--- src/rtl/calc_key_if.sv ---
// Keypad event channel: valid/ready handshake carrying key type and payload.
interface calc_key_if #(
  parameter int DIG_W = 4
);
  logic             key_valid;
  logic             key_ready;
  logic [1:0]       key_type;
  logic [DIG_W-1:0] key_data;

  // Keypad side: presents key events and holds them until accepted.
  modport master (
    output key_valid,
    output key_type,
    output key_data,
    input  key_ready
  );

  // Controller side: accepts key events.
  modport slave (
    input  key_valid,
    input  key_type,
    input  key_data,
    output key_ready
  );
endinterface

--- src/rtl/calc_controller.sv ---
// Calculator control FSM: sequences keypad events into one-cycle datapath
// micro-operations (load/clear pulses, ALU mux select, opcode, display select).
//
// state   | meaning
// --------+--------------------------------------------------------------
// CLR     | clear input reg, accumulator and opcode reg; reset state
// ENTER_A | waiting for first-operand digit, operator, or clear
// LD_A    | load digit into input register
// XFER_A  | copy input register into accumulator
// LD_OP   | load opcode register; second operand not yet entered
// ENTER_B | waiting for second-operand digit, operator, equals, clear
// LD_B    | load second-operand digit into input register
// EXEC_CH | execute pending op before a chained operator is loaded
// EXEC    | execute op on equals
// RESULT  | showing result; equals repeats, digit starts over
module calc_controller #(
  parameter int DIG_W = 4,
  parameter int OP_W  = 3
) (
  input  logic             clk,
  input  logic             rst_n,
  calc_key_if.slave        key_if,
  output logic [DIG_W-1:0] digit_out_o,
  output logic [OP_W-1:0]  op_out_o,
  output logic             load_number_o,
  output logic             clear_number_o,
  output logic             inSelect_o,
  output logic             load_result_o,
  output logic             clear_result_o,
  output logic             load_code_o,
  output logic             clear_code_o,
  output logic             sel_display_o
);

  localparam logic [1:0] KEY_DIGIT = 2'b00;
  localparam logic [1:0] KEY_OP    = 2'b01;
  localparam logic [1:0] KEY_EQ    = 2'b10;
  localparam logic [1:0] KEY_CLR   = 2'b11;

  typedef enum logic [3:0] {
    S_CLR     = 4'd0,
    S_ENTER_A = 4'd1,
    S_LD_A    = 4'd2,
    S_XFER_A  = 4'd3,
    S_LD_OP   = 4'd4,
    S_ENTER_B = 4'd5,
    S_LD_B    = 4'd6,
    S_EXEC_CH = 4'd7,
    S_EXEC    = 4'd8,
    S_RESULT  = 4'd9
  } state_t;

  state_t           state_q, state_d;
  logic             b_entered_q, b_entered_d;
  logic [DIG_W-1:0] digit_q;
  logic [OP_W-1:0]  op_q;
  logic             ready;
  logic             accept;

  assign key_if.key_ready = ready;
  assign accept           = key_if.key_valid & ready;
  assign digit_out_o      = digit_q;
  assign op_out_o         = op_q;

  // State and second-operand flag registers.
  always_ff @(posedge clk or negedge rst_n) begin
    if (!rst_n) begin
      state_q     <= S_CLR;
      b_entered_q <= 1'b0;
    end else begin
      state_q     <= state_d;
      b_entered_q <= b_entered_d;
    end
  end

  // Capture key payload on acceptance; the opcode is captured immediately
  // so it is already valid when LD_OP pulses load_code.
  always_ff @(posedge clk or negedge rst_n) begin
    if (!rst_n) begin
      digit_q <= '0;
      op_q    <= '0;
    end else if (accept) begin
      if (key_if.key_type == KEY_DIGIT) digit_q <= key_if.key_data;
      if (key_if.key_type == KEY_OP)    op_q    <= key_if.key_data[OP_W-1:0];
    end
  end

  // Next-state and Moore output decode.
  always_comb begin
    state_d        = state_q;
    b_entered_d    = b_entered_q;
    ready          = 1'b0;
    load_number_o  = 1'b0;
    clear_number_o = 1'b0;
    inSelect_o     = 1'b0;
    load_result_o  = 1'b0;
    clear_result_o = 1'b0;
    load_code_o    = 1'b0;
    clear_code_o   = 1'b0;
    sel_display_o  = 1'b0;
    case (state_q)
      S_CLR: begin
        clear_number_o = 1'b1;
        clear_result_o = 1'b1;
        clear_code_o   = 1'b1;
        b_entered_d    = 1'b0;
        state_d        = S_ENTER_A;
      end
      S_ENTER_A: begin
        ready = 1'b1;
        if (accept) begin
          case (key_if.key_type)
            KEY_DIGIT: state_d = S_LD_A;
            KEY_OP:    state_d = S_LD_OP;
            KEY_CLR:   state_d = S_CLR;
            default:   state_d = S_ENTER_A;
          endcase
        end
      end
      S_LD_A: begin
        load_number_o = 1'b1;
        state_d       = S_XFER_A;
      end
      S_XFER_A: begin
        load_result_o = 1'b1;
        state_d       = S_ENTER_A;
      end
      S_LD_OP: begin
        load_code_o   = 1'b1;
        sel_display_o = 1'b1;
        b_entered_d   = 1'b0;
        state_d       = S_ENTER_B;
      end
      S_ENTER_B: begin
        ready         = 1'b1;
        sel_display_o = ~b_entered_q;
        if (accept) begin
          case (key_if.key_type)
            KEY_DIGIT: state_d = S_LD_B;
            KEY_OP:    state_d = b_entered_q ? S_EXEC_CH : S_LD_OP;
            KEY_EQ:    state_d = b_entered_q ? S_EXEC : S_ENTER_B;
            default:   state_d = S_CLR;
          endcase
        end
      end
      S_LD_B: begin
        load_number_o = 1'b1;
        b_entered_d   = 1'b1;
        state_d       = S_ENTER_B;
      end
      S_EXEC_CH: begin
        inSelect_o    = 1'b1;
        load_result_o = 1'b1;
        sel_display_o = 1'b1;
        state_d       = S_LD_OP;
      end
      S_EXEC: begin
        inSelect_o    = 1'b1;
        load_result_o = 1'b1;
        sel_display_o = 1'b1;
        state_d       = S_RESULT;
      end
      S_RESULT: begin
        ready         = 1'b1;
        sel_display_o = 1'b1;
        if (accept) begin
          case (key_if.key_type)
            KEY_DIGIT: state_d = S_LD_A;
            KEY_OP:    state_d = S_LD_OP;
            KEY_EQ:    state_d = S_EXEC;
            default:   state_d = S_CLR;
          endcase
        end
      end
      default: state_d = S_CLR;
    endcase
  end

endmodule

--- src/flat_wrapper.sv ---
// flat-port wrapper written by rule: the top's interface ports become plain ports
module calc_controller_flat 
#(
  parameter int DIG_W = 4,
  parameter int OP_W  = 3
)
  (clk, rst_n, digit_out_o, op_out_o, load_number_o, clear_number_o, inSelect_o, load_result_o, clear_result_o, load_code_o, clear_code_o, sel_display_o, key_if_key_valid, key_if_key_type, key_if_key_data, key_if_key_ready);
  calc_key_if #(.DIG_W(DIG_W)) key_if_i ();
  input  logic clk;
  input  logic rst_n;
  output logic [DIG_W-1:0] digit_out_o;
  output logic [OP_W-1:0] op_out_o;
  output logic load_number_o;
  output logic clear_number_o;
  output logic inSelect_o;
  output logic load_result_o;
  output logic clear_result_o;
  output logic load_code_o;
  output logic clear_code_o;
  output logic sel_display_o;
  input wire logic [$bits(key_if_i.key_valid)-1:0] key_if_key_valid;
  input wire logic [$bits(key_if_i.key_type)-1:0] key_if_key_type;
  input wire logic [$bits(key_if_i.key_data)-1:0] key_if_key_data;
  output wire logic [$bits(key_if_i.key_ready)-1:0] key_if_key_ready;
  assign key_if_i.key_valid = key_if_key_valid;
  assign key_if_i.key_type = key_if_key_type;
  assign key_if_i.key_data = key_if_key_data;
  assign key_if_key_ready = key_if_i.key_ready;
  calc_controller #(.DIG_W(DIG_W), .OP_W(OP_W)) u_core (.clk(clk), .rst_n(rst_n), .key_if(key_if_i), .digit_out_o(digit_out_o), .op_out_o(op_out_o), .load_number_o(load_number_o), .clear_number_o(clear_number_o), .inSelect_o(inSelect_o), .load_result_o(load_result_o), .clear_result_o(clear_result_o), .load_code_o(load_code_o), .clear_code_o(clear_code_o), .sel_display_o(sel_display_o));
endmodule
--- config.mk ---
export PLATFORM = sky130hd
export DESIGN_NAME = calc_controller_flat
export DESIGN_NICKNAME = d
export VERILOG_FILES = /design/src/rtl/calc_key_if.sv /design/src/rtl/calc_controller.sv /design/src/flat_wrapper.sv
export SDC_FILE = /design/constraint.sdc
export NUM_CORES = 1
export LEC_CHECK = 0
export CAP_MARGIN = 5
export CORE_MARGIN = 2
export CORE_UTILIZATION = 35
export CTS_BUF_LIST = sky130_fd_sc_hd__clkbuf_8
export DETAILED_ROUTE_END_ITERATION = 12
export DONT_BUFFER_PORTS = 1
export PLACE_DENSITY = 0.54
export REMOVE_ABC_BUFFERS = 1
export SYNTH_ARGS = -nofsm -noshare
export SYNTH_HDL_FRONTEND = slang
export SYNTH_SLANG_ARGS = --single-unit
--- constraint.sdc ---
create_clock -name clk -period 1.65 [get_ports clk]
set_input_delay 0.165 -clock clk [delete_from_list [all_inputs] [get_ports clk]]
set_output_delay 0.165 -clock clk [all_outputs]
set_load 0.03 [all_outputs]
==> tab_implementation.tex <==
\begin{tabular}{lr}
\hline
Metric & Value \\
\hline
\multicolumn{2}{l}{\textbf{Job}} \\
\quad Count of maximum capacitance violations & 0 \\
\multicolumn{2}{l}{\textbf{Status}} \\
\quad Run status & finished, final reports clean \\
\multicolumn{2}{l}{\textbf{Floorplanning}} \\
\quad Vert. Die Dim & $\sim$49 microns \\
\quad Initial cell density of the core & 36.7\% \\
\quad Number of top-level pins & 25 \\
\quad Die Wd & 49.1 microns \\
\quad Area of the die & around 2400 sq um \\
\quad Number of rows in the core area & 16 \\
\quad Area inside the core boundary & 1940 sq um \\
\multicolumn{2}{l}{\textbf{Placement}} \\
\quad Number of input and output port buffers inserted & 0 \\
\quad RD Place Congestion & about 0.85 \\
\quad Detailed Place HPWL & 1.11 mm \\
\multicolumn{2}{l}{\textbf{STA}} \\
\quad Rel. slew slack & around 65\% \\
\quad Final Max Slew Viols & 0 \\
\quad RSZ-0062 raised after global routing & false \\
\quad Final setup viols & 0 \\
\quad Final Skew & roughly 0.0016 ns \\
\quad Post-layout min period & 1.55 ns \\
\quad Highest clock frequency the design can meet & 645 MHz \\
\quad Final count of hold timing violations & 0 \\
\quad Ratio of final minimum period to clock period & 93.9\% \\
\quad Measured slew at the worst slew-check pin & 0.530 ns \\
\multicolumn{2}{l}{\textbf{Yosys}} \\
\quad Avg Inst Size Synth & 9.91 sq um \\
\quad Number of warning messages in the yosys log & 0 \\
\quad Cell area after technology mapping & 713 sq um \\
\quad Leading cell types by total area after synthesis & dfrtp\_1 42\%, mux2\_2 11\%, nor3b\_2 3.5\%, o22ai\_1 3.5\%, buf\_4 3.2\% \\
\quad Area fraction of the dominant cell type after synthesis & 42.1\% \\
\quad Total of flip-flops plus latches after synthesis & 12 \\
\quad Synthesized netlist cell count & 72 \\
\quad Library cells used by synthesis & 28 \\
\quad Library cell with the largest summed area after synthesis & dfrtp\_1 \\
\quad Sequential fraction of the synthesis area & 42.1\% \\
\multicolumn{2}{l}{\textbf{CTS}} \\
\quad Clk buf depth & 2 \\
\quad CTS Root Buffer Type & clkbuf\_8 \\
\quad Total CTS buffers & 3 \\
\quad Worst-skew pair later-pin latency & 0.23 ns \\
\quad Clock sink total & 12 \\
\quad CTS H-Tree Depth & 1 \\
\quad Reg clk slew, reported paths & 0.05 ns \\
\quad TritonCTS clock tree & done \\
\multicolumn{2}{l}{\textbf{Layout}} \\
\quad Register Area & 305 sq um \\
\quad Area growth, synth to finish & 21.6\% \\
\quad Total area of multi-input combinational cells & 373 sq um \\
\quad Number of antenna cells inserted & 0 \\
\quad Layout fillers & 193 \\
\quad Share of cells above drive strength 1 & 35.8\% \\
\quad Final design utilization & 44.7\% \\
\quad Leading cell type in the layout, fill and taps excluded & buf\_4 \\
\quad Commonest non-fill, non-tap cells in the layout & 9 x buf\_4, 8 x dfrtp\_1, 7 x mux2\_2, 6 x nand2\_1 \\
\quad Total number of nets in the final design & a little over 90 \\
\multicolumn{2}{l}{\textbf{Global route}} \\
\quad Largest net degree at the start of global routing & 14 \\
\quad Antenna violations before repair & 0 \\
\quad Met3 global-route usage & 3.99\% \\
\quad Met1 usage in global routing & 13.6\% \\
\quad Layer carrying the most global-route usage & met2 \\
\quad Met2 GRT Util & 20.7\% \\
\quad Wire length of the first global-routing pass & 2.39 mm \\
\quad Global route total overflow & 0 \\
\quad Via count of the first global-routing pass & 594 \\
\quad Overall track demand over capacity in global routing & 12.8\% \\
\multicolumn{2}{l}{\textbf{Min path}} \\
\quad Worst Hold Path EP & u\_core.state\_q[2]\$\_DFFE\_PN0P\_ \\
\quad Beginning of the worst hold path & key\_if\_key\_type[1] \\
\quad Type of the most critical hold path & input port to flop \\
\quad Hold Path Cell Cnt & 1 \\
\multicolumn{2}{l}{\textbf{Critical path}} \\
\quad Capturing element type of the critical path & output port \\
\quad CP max FO & 6 \\
\quad Minimum setup slack among reg-to-reg paths & 0.15 ns \\
\quad Launching point of the worst reg2reg path & u\_core.state\_q[0]\$\_DFFE\_PN0P\_ \\
\quad Worst Reg2Reg Path Length in Cells & 4 \\
\quad Kind of critical path & flop to output port \\
\quad RR Endpoint & u\_core.digit\_out\_o[2]\$\_DFFE\_PN0P\_ \\
\quad Setup crit start kind & flop \\
\quad Critical path data arrival time & roughly 1.4 ns \\
\quad Required @ worst endpoint & 1.48 ns \\
\multicolumn{2}{l}{\textbf{Routing}} \\
\quad Detailed router's first-iteration violation count & 18 \\
\quad DRT antenna net count & 0 \\
\quad Aggregate routed wire length & 1.51 mm \\
\quad Number of detailed-routing iterations run before antenna repair & 4 \\
\quad DRC Markers & 0 \\
\quad Post-DR vias/cell & 5.46 \\
\quad Detailed-route via count & 590 \\
\quad Detail-routed net length per standard cell & 14.0 microns \\
\multicolumn{2}{l}{\textbf{Power}} \\
\quad Leakage & between 0.3 and 0.4 nW \\
\quad Tot Pwr & 1.92 mW \\
\quad Power density of the placed cells & 2210 nW/um\^{}2 \\
\quad Worst vdd ir & approximately 970 uV \\
\hline
\end{tabular}
==> layout make-up <==
type	instances	share of cell area, %
Sequential cell	12	35.2
Inverter	2	0.866
Tap cell	27	3.90
Clock buffer	4	6.35
Timing Repair Buffer	11	10.7
Multi-Input combinational cell	52	43.0
==> registers in the layout, summed over array words and instances, names as in the netlist <==
register / count
u_core.b_entered_q: 1
u_core.digit_out_o: 4
u_core.op_out_o: 3
u_core.state_q: 4
==> cells in the mapped netlist <==
cell	instances
nor2b_1	3
nand2_1	6
o21ai_0	4
or2_1	1
a21o_1	1
buf_2	3
o2bb2ai_1	1
a211o_1	1
nor3_1	1
nand2b_1	3
nand4_1	2
dfrtp_1	12
buf_4	3
a31oi_1	2
o22a_1	1
nor2_1	2
mux2_2	7
nand4b_1	1
a41oi_1	1
inv_1	2
nor3b_2	2
o31ai_1	1
and4b_4	1
nand3_1	1
nor4b_1	1
and3b_1	1
a21oi_1	4
o22ai_1	4
==> cell families (layout without fill, tap and decap cells) <==
logic type,Yosys count,count (layout),synth area share (%)
and+or+nand+nor,25,25,22.6
AOI/OAI and AO/OA,20,20,17.9
DFF,12,12,42.1
buffers and inverters,8,17,6.32
muxes,7,7,11.1
==> metrics by stage <==
stage	cell area (sq um)	hold slack, ns	worst slack (ns)	std cells	TNS, ns
floorplan	676	-0.131	-1.12	66	-3.36
detailed placement	790	-0.130	0.162	102	0
CTS	855	0.0106	0.0366	107	0
finish	867	0.0147	0.0998	108	0
global route	867	0.00409	0.00422	108	0
global placement	790	-0.130	0.210	102	0
==> how the worst max path moves through the flow <==
stage | slack, ns | cells past startpoint | endpoint | start
3_3_place_gp | 0.21 | 3 | u_core.digit_out_o[3]$_DFFE_PN0P_ | u_core.state_q[0]$_DFFE_PN0P_
6_report | 0.1 | 4 | sel_display_o | u_core.state_q[0]$_DFFE_PN0P_
2_1_floorplan | -1.12 | 2 | clear_code_o | u_core.state_q[1]$_DFFE_PN0P_
3_5_place_dp | 0.16 | 3 | u_core.digit_out_o[3]$_DFFE_PN0P_ | u_core.state_q[0]$_DFFE_PN0P_
4_1_cts | 0.04 | 4 | sel_display_o | u_core.state_q[2]$_DFFE_PN0P_
5_1_grt | 0.004 | 4 | sel_display_o | u_core.state_q[1]$_DFFE_PN0P_
==> power by group <==
part | leakage (nW) | total (mW) | internal [mW] | switching [mW]
registers | 0.140 | 0.761 | 0.433 | 0.328
clock network | 0.0288 | 0.306 | 0.210 | 0.0966
logic | 0.190 | 0.851 | 0.385 | 0.465
==> repair_timing <==
item,4_1_cts,5_1_grt
buffers inserted,0,1
hold buffers,1,0
setup endpoints to repair,0,1
resized for setup,0,4
endpoints found under the hold margin,12,0
==> worst max-delay path, stage by stage (launching register included) <==
cell     delay (ns)
dfrtp_2        0.43
a21o_1         0.18
a211o_1        0.28
o31ai_1        0.06
buf_4          0.20
==> metal layers <==
layer	wire [microns]	up-vias
met1	599	278
li1	-	283
met4	21	0
met5	0	-
met3	144	2
met2	741	27
Power figures use the tool's default switching activity.
